[src/rtl/pll_reset_sequencer.sv]
// pll_reset_sequencer
//
// Brings up a PLL that runs from the same reference clock as this block.
// The sequencer pulses the PLL reset and waits for lock. It then requires
// the lock to stay stable before it releases the system reset. If lock
// does not arrive in time, it retries a bounded number of times. After
// the last failed retry it parks in a fault state. It stays there until
// a restart request or a hard reset arrives.
//
// Ports
//   clk        in   reference clock (also feeds the PLL CLKI)
//   rst        in   asynchronous active-high reset
//   locked     in   PLL LOCK, asynchronous to clk
//   restart    in   single-cycle request to rerun the whole sequence
//   pll_rst    out  active-high PLL reset (S_PLLRST, S_FAULT)
//   sys_rst    out  active-high system reset (low only in S_RUN)
//   ready      out  high only in S_RUN
//   fault      out  high only in S_FAULT
//   retries    out  retries taken since the last S_RUN or restart
//   state_dbg  out  raw FSM state encoding, for debug/checkers
//
// Handshake: restart is a plain level sampled on each rising clk edge.
// There is no acknowledge. A high sample restarts the sequence.
module pll_reset_sequencer #(
    parameter int RST_CYCLES    = 16,
    parameter int LOCK_TIMEOUT  = 20000,
    parameter int STABLE_CYCLES = 256,
    parameter int MAX_RETRIES   = 3,
    localparam int RW = (MAX_RETRIES > 0) ? $clog2(MAX_RETRIES + 1) : 1
) (
    input  logic          clk,
    input  logic          rst,
    input  logic          locked,
    input  logic          restart,
    output logic          pll_rst,
    output logic          sys_rst,
    output logic          ready,
    output logic          fault,
    output logic [RW-1:0] retries,
    output logic [2:0]    state_dbg
);

    // The counter is sized for the longest interval it has to measure.
    // Every interval ends at its terminal value, so the counter never wraps.
    localparam int CNT_MAX_A = (RST_CYCLES > LOCK_TIMEOUT) ? RST_CYCLES : LOCK_TIMEOUT;
    localparam int CNT_MAX   = (CNT_MAX_A > STABLE_CYCLES) ? CNT_MAX_A : STABLE_CYCLES;
    localparam int CW        = $clog2(CNT_MAX + 1);

    localparam logic [CW-1:0] RST_LAST    = CW'(RST_CYCLES - 1);
    localparam logic [CW-1:0] WAIT_LAST   = CW'(LOCK_TIMEOUT - 1);
    localparam logic [CW-1:0] STABLE_LAST = CW'(STABLE_CYCLES - 1);
    localparam logic [RW-1:0] RETRY_MAX   = RW'(MAX_RETRIES);

    typedef enum logic [2:0] {
        S_PLLRST = 3'd0,
        S_WAIT   = 3'd1,
        S_STABLE = 3'd2,
        S_RUN    = 3'd3,
        S_FAULT  = 3'd4
    } state_t;

    state_t        state;
    logic [CW-1:0] cnt;
    logic          locked_m;
    logic          locked_s;

    // Two-flop synchronizer. Only locked_s is used past this point.
    always_ff @(posedge clk or posedge rst) begin
        if (rst) begin
            locked_m <= 1'b0;
            locked_s <= 1'b0;
        end else begin
            locked_m <= locked;
            locked_s <= locked_m;
        end
    end

    always_ff @(posedge clk or posedge rst) begin
        if (rst) begin
            state   <= S_PLLRST;
            cnt     <= '0;
            retries <= '0;
        end else if (restart) begin
            // restart overrides every other transition. This includes a
            // restart during S_PLLRST, which begins the pulse count again.
            state   <= S_PLLRST;
            cnt     <= '0;
            retries <= '0;
        end else begin
            case (state)
                S_PLLRST: begin
                    if (cnt == RST_LAST) begin
                        state <= S_WAIT;
                        cnt   <= '0;
                    end else begin
                        cnt <= cnt + 1'b1;
                    end
                end
                S_WAIT: begin
                    if (locked_s) begin
                        state <= S_STABLE;
                        cnt   <= '0;
                    end else if (cnt == WAIT_LAST) begin
                        cnt <= '0;
                        if (retries < RETRY_MAX) begin
                            retries <= retries + 1'b1;
                            state   <= S_PLLRST;
                        end else begin
                            state <= S_FAULT;
                        end
                    end else begin
                        cnt <= cnt + 1'b1;
                    end
                end
                S_STABLE: begin
                    // A single unlocked cycle sends the FSM back to S_WAIT.
                    // The timeout window starts again, and no retry is spent.
                    if (!locked_s) begin
                        state <= S_WAIT;
                        cnt   <= '0;
                    end else if (cnt == STABLE_LAST) begin
                        state   <= S_RUN;
                        cnt     <= '0;
                        retries <= '0;
                    end else begin
                        cnt <= cnt + 1'b1;
                    end
                end
                S_RUN: begin
                    if (!locked_s) begin
                        state <= S_PLLRST;
                        cnt   <= '0;
                    end
                end
                S_FAULT: begin
                    state <= S_FAULT;
                end
                default: begin
                    state <= S_PLLRST;
                    cnt   <= '0;
                end
            endcase
        end
    end

    // Outputs come straight from the state register, with no pipeline
    // delay. So an asynchronous rst shows on the outputs at once.
    assign pll_rst   = (state == S_PLLRST) || (state == S_FAULT);
    assign sys_rst   = (state != S_RUN);
    assign ready     = (state == S_RUN);
    assign fault     = (state == S_FAULT);
    assign state_dbg = state;

endmodule

[config.mk]
export PLATFORM = sky130hd
export DESIGN_NAME = pll_reset_sequencer
export DESIGN_NICKNAME = d
export VERILOG_FILES = /design/src/rtl/pll_reset_sequencer.sv
export SDC_FILE = /design/constraint.sdc
export NUM_CORES = 1
export LEC_CHECK = 0
export CORE_MARGIN = 8
export CORE_UTILIZATION = 50
export CTS_BUF_LIST = sky130_fd_sc_hd__clkbuf_4 sky130_fd_sc_hd__clkbuf_8 sky130_fd_sc_hd__clkbuf_16
export DETAILED_ROUTE_END_ITERATION = 8
export GPL_ROUTABILITY_DRIVEN = 0
export PLACE_DENSITY = 0.86
export SLEW_MARGIN = 25
export SYNTH_ARGS = -nofsm -noshare
export SYNTH_HDL_FRONTEND = slang
export SYNTH_SLANG_ARGS = --single-unit
export TNS_END_PERCENT = 30
[constraint.sdc]
create_clock -name clk -period 1.7 [get_ports clk]
set_input_delay 0.34 -clock clk [delete_from_list [all_inputs] [get_ports clk]]
set_output_delay 0.34 -clock clk [all_outputs]
set_load 0.05 [all_outputs]
==> out/results.tsv <==
metric	value	unit
violated_checks	negative setup slack	
io_buf_count	12	
clock_sinks	22	
ctsHtreeMaxLevel	1	
ant_nets	0	
relSlewSlack	73.0	%
outcome	complete, but fails checks	
first_global_vias	1282	
rows	18	
timing.fmax	0.533	GHz
slew_viol_final	0	
netlist_top_cells_count	22 x sky130_fd_sc_hd__dfrtp_1, 15 x sky130_fd_sc_hd__nor2_1, 10 x sky130_fd_sc_hd__inv_1, 8 x sky130_fd_sc_hd__xnor2_1, 7 x sky130_fd_sc_hd__nor3_1	
detail_route.drc_violations	0	
chipWidth	65.9	um
die_height	65.9	um
yosysSeqAreaShare	44.2	%
initial_utilization	51.7	%
finalWorstSetupSlack	-177	ps
num_antenna_cells	0	
synthCells	132	
cts_inserted_buffers	3	
clock_path_buffers	2	
synth.ff_latch_count	22	
synth_enable_flop_cells	0	
core-area	0.00241	sq mm
grt_start_max_net_pins	23	
tritoncts_clock_tree	done	
dp_hpwl	2.56	mm
critPathCaptureType	flop	
critical_path.startpoint_type	flop	
grt_setup_unrepaired	true	
drt-wirelength-per-cell	17.1	um
cts.clk_slew.worst_paths	130	ps
synth_fp_nets	138	
antenna_found_initial	0	
final_area	0.00186	sq mm
tightestPinTransition	399	ps
regToRegStartpoint	cnt[1]	
yosysWarningCount	0	
area_of_the_die	0.00434	sq mm
synthTopCellsByArea	sky130_fd_sc_hd__dfrtp_1 44%, sky130_fd_sc_hd__xnor2_1 5.6%, sky130_fd_sc_hd__nor2_1 4.5%	
yosys.area.top_type	sky130_fd_sc_hd__dfrtp_1	
leakage	0.804	nW
post_dp_cell_area	0.00173	sq mm
io_pins	13	
post_synth_instance_area	0.00124	sq mm
critPathMaxFanout	5	
synthToLayoutAreaGrowth	49.1	%
layout-drive-gt1-share	41.7	%
syn-mean-instance-area	9.43	sq um
startpoint	cnt[1]	
yosys_most_used_dff	sky130_fd_sc_hd__dfrtp_1	
synthDominantCellAreaShare	44.2	%
async_reset_ff_share	100	%
drv_cap	0	
preCtsSetupSlack	-219	ps
clk-insertion-delay-late	310	ps
drt_pre_antenna_iters	4	
number_of_vias_after_detailed_routing	1246	
finalHoldViolCount	0	
critical_path_class	flop to flop	
final_period_minus_worst_setup_slack	1880	ps
grt_first_pass_wirelength	5.84	mm
final_net_count	182	
finalCritPeriodShare	110	%
postCtsHoldBufs	0	
via_per_inst	6.08	
dr.first_iter.drc_count	39	
grt.total_usage	17.1	%
hold_class	input pin to async pin	
power_density	554	mW/mm^2
overflow	0	
critical_path_required	1950	ps
cts_root_buf	sky130_fd_sc_hd__clkbuf_4	
setup_viol_count_final	21	
route.final.wire_length	3.50	mm
post-synth-top-count-cell	sky130_fd_sc_hd__dfrtp_1	
skew	9.57	ps
post_synth_num_cell_types	40	
worst_ep_arrival_time	2130	ps
worst_ir_drop_vdd	0.610	mV
[metal layers]
metal  part of all wire (%)  routed length, um  global-route usage [%]  up-vias
met3                    6.3                222                    4.41       15
met4                    3.8                132                    10.6        0
li1                       -                  -                       -      570
met5                      0                  0                       0        -
met2                     52               1830                    28.7       49
met1                     37               1310                    18.9      612
[cell families (layout without fill, tap and decap cells)]
group,after synthesis,after routing,synth area share (%)
AND/OR/NAND/NOR,60,60,29.3
XOR/XNOR,10,10,7.04
adder cells (fa/ha/maj),2,2,2.01
AO/OA/AOI/OAI,22,22,12.2
buffers and inverters,16,59,5.23
flip-flops,22,22,44.2
[cells in the final DEF, fill, tap and decap left out, types with 2 or more instances in the layout]
cell type and count:
sky130_fd_sc_hd__nand3_1 5, sky130_fd_sc_hd__and4_1 2, sky130_fd_sc_hd__xor2_1 2, sky130_fd_sc_hd__nand4b_1 2
sky130_fd_sc_hd__inv_1 8, sky130_fd_sc_hd__buf_12 7, sky130_fd_sc_hd__nand2_1 5, sky130_fd_sc_hd__xnor2_1 8
sky130_fd_sc_hd__dfrtp_1 19, sky130_fd_sc_hd__dfrtp_2 3, sky130_fd_sc_hd__nand3b_1 2, sky130_fd_sc_hd__or3b_4 2
sky130_fd_sc_hd__nor3_1 5, sky130_fd_sc_hd__a21oi_1 3, sky130_fd_sc_hd__o21ai_0 4, sky130_fd_sc_hd__buf_4 34
sky130_fd_sc_hd__clkbuf_4 3, sky130_fd_sc_hd__nor2_2 2, sky130_fd_sc_hd__a31oi_1 2, sky130_fd_sc_hd__nor2_1 13
sky130_fd_sc_hd__nor4_1 4, sky130_fd_sc_hd__nor3_2 2, sky130_fd_sc_hd__a211oi_1 2, sky130_fd_sc_hd__clkdlybuf4s50_1 3
sky130_fd_sc_hd__a21oi_2 3, sky130_fd_sc_hd__nor4b_1 2
[flip-flops by register name, indices dropped and copies added, names as in the netlist]
name	count
cnt	15
locked_m	1
retries	2
locked_s	1
state_dbg	3
[final cells by class]
type                            count  area [sq um]
Multi-Input combinational cell     94           748
Sequential cell                    22           554
Fill cell                         148           553
Timing Repair Buffer               45           437
Inverter                           10          43.8
Tap cell                           30          37.5
Clock buffer                        4          36.3
[where the power goes]
group / leakage (nW) / total (mW) / switching [mW] / internal (mW)
Clock: 0.0210 / 0.292 / 0.161 / 0.131
Sequential: 0.295 / 0.552 / 0.0155 / 0.537
Combinational: 0.488 / 0.186 / 0.0987 / 0.0869
[final timing paths]
| path | to | slack (ps) | cells past startpoint |
|---|---|---|---|
| max | retries[0] | -180 | 6 |
| min | locked_m | 350 | 3 |
| max reg2reg | retries[0] | -180 | 6 |
| min reg2reg | locked_s | 370 | 0 |
| max in group asynchronous | state_dbg[2] | 1110 | 3 |
| min in group clk | locked_s | 370 | 0 |
[worst max-delay path: stages, from the launching register on]
cell	delay (ps)
sky130_fd_sc_hd__dfrtp_1	410
sky130_fd_sc_hd__ha_4	180
sky130_fd_sc_hd__nand4_4	120
sky130_fd_sc_hd__and4b_2	380
sky130_fd_sc_hd__a2bb2oi_2	90
sky130_fd_sc_hd__or4_4	490
sky130_fd_sc_hd__a21oi_2	150
[stage by stage]
stage | hold WS [ps] | setup TNS [ps] | util (%) | instances | total power [mW]
CTS | 357 | -2440 | 75.9 | 205 | 1.02
floorplan | 329 | -3230 | - | 132 | 0.652
global route | 370 | -4180 | 77.1 | 205 | 1.07
global placement | 334 | -1220 | 71.8 | 201 | 0.726
detailed placement | 339 | -3280 | 71.8 | 201 | 0.736
finish | 346 | -2500 | 77.1 | 205 | 1.03
[what timing repair did]
item | 4_1_cts | 5_1_grt
setup endpoints to repair | 21 | 22
gates resized for setup | 10 | 7
pin swaps | 12 | 2
buffers inserted | 0 | 0
Power figures use the tool's default switching activity.
